===== src/rtl/mix_columns_seq.sv =====
// Column-serial AES MixColumns / InvMixColumns: one shared combinational column
// unit walks the four columns of a latched state, with built-in round bypass.
module mix_columns_seq #(
    parameter bit         BYPASS_EN    = 1'b1,
    parameter logic [3:0] BYPASS_ROUND = 4'd10
) (
    input  logic         clk,
    input  logic         rst_n,
    input  logic         in_valid,
    output logic         in_ready,
    input  logic [127:0] in_state,
    input  logic         in_inv,
    input  logic [3:0]   in_round,
    output logic         out_valid,
    input  logic         out_ready,
    output logic [127:0] out_state,
    output logic         busy
);

    // Handshake: a transfer happens on a rising edge where valid && ready are both
    // high; valid, once raised, is held with its data until ready is seen.
    typedef enum logic [1:0] {S_IDLE, S_COL, S_DONE} state_t;

    state_t         state_q;
    logic [1:0]     col_q;
    logic [127:0]   in_q;
    logic           inv_q;
    logic           byp_q;
    logic [127:0]   out_q;
    logic [31:0]    col_in_d;
    logic [31:0]    col_res_d;

    function automatic logic [7:0] xtime(input logic [7:0] b);
        return {b[6:0], 1'b0} ^ (b[7] ? 8'h1B : 8'h00);
    endfunction

    function automatic logic [31:0] mix_col(input logic [31:0] c, input logic inv);
        logic [7:0] a [4];
        logic [7:0] x2 [4];
        logic [7:0] x4 [4];
        logic [7:0] x8 [4];
        logic [7:0] r [4];
        for (int i = 0; i < 4; i++) begin
            a[i]  = c[31-8*i -: 8];
            x2[i] = xtime(a[i]);
            x4[i] = xtime(x2[i]);
            x8[i] = xtime(x4[i]);
        end
        for (int i = 0; i < 4; i++) begin
            if (inv)
                r[i] = (x8[i] ^ x4[i] ^ x2[i])
                     ^ (x8[(i+1)%4] ^ x2[(i+1)%4] ^ a[(i+1)%4])
                     ^ (x8[(i+2)%4] ^ x4[(i+2)%4] ^ a[(i+2)%4])
                     ^ (x8[(i+3)%4] ^ a[(i+3)%4]);
            else
                r[i] = x2[i] ^ (x2[(i+1)%4] ^ a[(i+1)%4]) ^ a[(i+2)%4] ^ a[(i+3)%4];
        end
        return {r[0], r[1], r[2], r[3]};
    endfunction

    always_comb begin
        col_in_d = in_q[127:96];
        case (col_q)
            2'd0: col_in_d = in_q[127:96];
            2'd1: col_in_d = in_q[95:64];
            2'd2: col_in_d = in_q[63:32];
            2'd3: col_in_d = in_q[31:0];
            default: col_in_d = in_q[127:96];
        endcase
        col_res_d = byp_q ? col_in_d : mix_col(col_in_d, inv_q);
    end

    always_ff @(posedge clk or negedge rst_n) begin
        if (!rst_n) begin
            state_q <= S_IDLE;
            col_q   <= 2'd0;
            in_q    <= '0;
            inv_q   <= 1'b0;
            byp_q   <= 1'b0;
            out_q   <= '0;
        end else begin
            case (state_q)
                S_IDLE: begin
                    if (in_valid) begin
                        in_q    <= in_state;
                        inv_q   <= in_inv;
                        byp_q   <= BYPASS_EN && ((in_round == 4'd0) || (in_round == BYPASS_ROUND));
                        col_q   <= 2'd0;
                        state_q <= S_COL;
                    end
                end
                S_COL: begin
                    case (col_q)
                        2'd0: out_q[127:96] <= col_res_d;
                        2'd1: out_q[95:64]  <= col_res_d;
                        2'd2: out_q[63:32]  <= col_res_d;
                        2'd3: out_q[31:0]   <= col_res_d;
                        default: out_q[127:96] <= col_res_d;
                    endcase
                    col_q <= col_q + 2'd1;
                    if (col_q == 2'd3)
                        state_q <= S_DONE;
                end
                S_DONE: begin
                    // out_q is left untouched here so the result stays stable under backpressure.
                    if (out_ready)
                        state_q <= S_IDLE;
                end
                default: state_q <= S_IDLE;
            endcase
        end
    end

    assign in_ready  = (state_q == S_IDLE);
    assign out_valid = (state_q == S_DONE);
    assign busy      = (state_q != S_IDLE);
    assign out_state = out_q;

endmodule

===== config.mk =====
export PLATFORM = sky130hd
export DESIGN_NAME = mix_columns_seq
export DESIGN_NICKNAME = d
export VERILOG_FILES = /design/src/rtl/mix_columns_seq.sv
export SDC_FILE = /design/constraint.sdc
export NUM_CORES = 1
export LEC_CHECK = 0
export CAP_MARGIN = 10
export CORE_MARGIN = 3
export CORE_UTILIZATION = 54
export CTS_BUF_LIST = sky130_fd_sc_hd__clkbuf_4 sky130_fd_sc_hd__clkbuf_8
export DETAILED_ROUTE_END_ITERATION = 12
export PLACE_DENSITY_LB_ADDON = 0.15
export SYNTH_ARGS = -nofsm -noshare
export SYNTH_HDL_FRONTEND = slang
export SYNTH_SLANG_ARGS = --single-unit

===== constraint.sdc =====
create_clock -name clk -period 4.83 [get_ports clk]
set_input_delay 1.2075 -clock clk [delete_from_list [all_inputs] [get_ports clk]]
set_output_delay 1.2075 -clock clk [all_outputs]
set_load 0.005 [all_outputs]

==> run summary <==
Top cells by area, synth: dfrtp_1 (47%), xnor2_1 (12%), mux2_2 (9.5%), nand2_1 (4.9%), o21ai_0 (4.1%)
Seq/Total Area, Yosys: 0.471
Die height: 167 µm
Clock Latency Late Sink: 550 ps
Clock tree sinks: 262
Grt total ovfl: 0
Vias: 10900
Final worst path period share: 0.944
Peak fanout along the critical path: 19
Syn_nets: 1448
Pre-CTS WS: 333 ps
First-pass GRT wire length: 61500 µm
Setup WS post-layout: 273 ps
Cts hold-fix bufs: 0
Outcome: complete, no violations
Final Hold Viols: 0
Type of origin of the critical path: flip-flop
Fillcell total: 1892
Critical Path End Type: flip-flop
Clock-pin slew on the worst setup and hold paths: 60 ps
Vias in the first global route: 10800
Worst endpoint data arrival time: 4930 ps
CP Cell Sequence: ha_1 > buf_4 > a222oi_1 > xor2_1 > a21oi_1 > xnor3_1 > xnor2_1 > xnor2_1 > mux2i_1 > xnor2_1 > o221ai_1
RR Endpoint: out_state[42]$_DFFE_PN0P_
Tmin final: 4560 ps
Final Wtd Congestion: 1.00
Remaining DRCs: 0
Initial core utilization: 0.551
CTS tree: done
Mapped Cells: 1306
Synth Flop Type: dfrtp_1
Netlist Area Pre-Place: 13900 µm²
Depth of the CTS H-tree: 2
Worst r2r src: col_q[0]$_DFFE_PN0P_
Top-area cell type share of the netlist area: 0.471
Worst Tran Pin Value: 1040 ps
# port buffers: 267
R2R cell count: 11
Area leader, netlist: dfrtp_1
Netlist cell types: 47
Final setup viols: 0
Cell depth of the worst setup path: 11
Slew HR: 0.305
Req. time, crit path: 5200 ps
Post-Layout Inst Area: 18000 µm²
Slowest stage delay, CP: 850 ps
Nets: 1744
Global route hottest layer: met2
Root Buffer: clkbuf_8
Half-perimeter wire length after placement: 30200 µm
Met3 Usage GRT: 0.0636
Ys Warns: 0
Max cap viols: 0
Final wirelength: 39700 µm
Async SR Flop Fraction: 1.00
Antenna cells: 0
R2R Setup Slk: 270 ps
Clock buffer count from CTS: 42
Largest net degree at the start of global routing: 129
Drt first pass iters: 6
Core Region: 25300 µm²
Crit path capture: out_state[42]$_DFFE_PN0P_
Die X: 167 µm
GRT Overall Usage: 0.280
Num rows: 58
Placed Area: 17200 µm²
Longest Clk Path Bufs: 3
CP Class: reg -> reg
Routing usage on met1: 0.378
Setup Fix Bufs, Post-CTS: 0
Number of I/O pins: 268
ANT nets after route: 0
Placed cell count: 1888
Post-synthesis area per instance: 10.7 µm²
Wirelength per Cell: 20.3 µm
CP most frequent cell: xnor2_1
Hold Path Class: reg -> reg
RSZ-0062 raised after global routing: no
Post-cts resize count: 0
CP max-delay cell: a222oi_1
Skew final: 21.5 ps
Die area: 27700 µm²
Vias per cell: 5.59
Crit-path leading delay family: compound AO/OA/AOI/OAI gates
Antenna violations before repair: 0
Highest clock rate: 219 MHz
Flops & latches, synth: 262
GR Util met2: 0.449
Post-synth EDFFs: 0
Pins Over Slew Limit: 0
Critical Path Source: col_q[0]$_DFFE_PN0P_
Initial DRC Count: 910
TNS Setup: 0 ps
CP bufs+invs: 1
Final non-filler cell total: 1957
Share of cells above drive strength 1: 0.168
Area delta synth->final: 29.6%
-- metal layers --
layer / vias up / share of wire / routed length, µm
met5: - / 0 / 0
met4: 0 / 0.038 / 1510
met3: 93 / 0.078 / 3110
met2: 475 / 0.46 / 18300
met1: 5320 / 0.42 / 16800
li1: 5057 / - / -
-- stage by stage --
step,hold WS [ps],util
5_1_grt,504,0.714
3_5_place_dp,470,0.682
6_report,477,0.714
4_1_cts,483,0.714
3_3_place_gp,460,0.682
2_1_floorplan,469,-
-- cell families after synthesis --
| group | synth area share |
|---|---|
| adders and majority gates | 0.00450 |
| buffers and inverters | 0.0314 |
| and+or+nand+nor | 0.0728 |
| DFF | 0.471 |
| xor gates and xnor gates | 0.185 |
| AOI/OAI and AO/OA | 0.115 |
| muxes | 0.120 |
-- Yosys cell counts (2+ instances only) --
cell type and number:
inv_2 2, buf_2 16, o22a_1 4, a211oi_1 2, o21ai_0 115, and2_1 4, xor2_1 65, ha_1 5
o21ai_2 3, nor2_1 54, xnor3_1 15, o31ai_1 12, o221ai_1 8, a222oi_1 31, a21oi_1 49, o21ai_1 16
xnor2_1 184, nor2b_1 10, buf_6 3, clkbuf_1 52, o21a_1 2, nand2_1 183, inv_1 18, a31oi_1 9
dfrtp_1 262, buf_1 12, mux2i_1 34, mux2_2 117
-- worst reg2reg max path, delay by kind of cell, from the launching register on --
kind                     cells  cell delay, ps
AO/OA/AOI/OAI                3            1550
XOR/XNOR                     5            1520
adder cells (fa/ha/maj)      1             460
buffers and inverters        1             290
flip-flops                   1             420
multiplexers                 1             140
-- placed cells by master, fill, tap and decap left out, types with 3 or more instances in the layout --
master,netlist,routed
a21oi_1,49,49
a222oi_1,31,31
a31oi_1,9,9
and2_1,4,3
buf_12,0,3
buf_4,1,66
clkbuf_4,0,18
clkbuf_8,0,46
clkdlybuf4s50_1,0,266
dfrtp_1,262,262
ha_1,5,5
inv_1,18,18
mux2_2,117,117
mux2i_1,34,34
nand2_1,183,179
nand2_2,0,4
nor2_1,54,54
nor2b_1,10,10
o21ai_0,115,115
o21ai_1,16,16
o21ai_2,3,3
o221ai_1,8,8
o22a_1,4,4
o31ai_1,12,12
xnor2_1,184,184
xnor3_1,15,15
xor2_1,65,65
-- cell type report --
class / instances / area [µm²] / area share
tap: 330 / 413 / 0.0229
sequential: 262 / 6560 / 0.363
clock inverter: 5 / 58.8 / 0.00326
timing repair buffer: 336 / 3230 / 0.179
multi-input combinational: 940 / 6940 / 0.384
inverter: 20 / 75.1 / 0.00416
clock buffer: 64 / 768 / 0.0426
-- how the worst min path moves through the flow --
stage                                    from                        end  depth (start not counted)
detailed placement   out_state[4]$_DFFE_PN0P_   out_state[4]$_DFFE_PN0P_                          2
global route        out_state[63]$_DFFE_PN0P_  out_state[63]$_DFFE_PN0P_                          2
floorplan              state_q[1]$_DFFE_PN0P_     state_q[0]$_DFFE_PN0P_                          1
CTS                  out_state[4]$_DFFE_PN0P_   out_state[4]$_DFFE_PN0P_                          2
finish              out_state[48]$_DFFE_PN0P_  out_state[48]$_DFFE_PN0P_                          2
global placement    out_state[21]$_DFFE_PN0P_  out_state[21]$_DFFE_PN0P_                          2
-- registers in the layout, summed over array words and instances (netlist names) --
register / flops
inv_q: 1
col_q: 2
out_state: 128
in_q: 128
state_q: 2
byp_q: 1
Power is not shown: default switching activity piles up to over one toggle a cycle in this logic, so the estimate is an artifact.
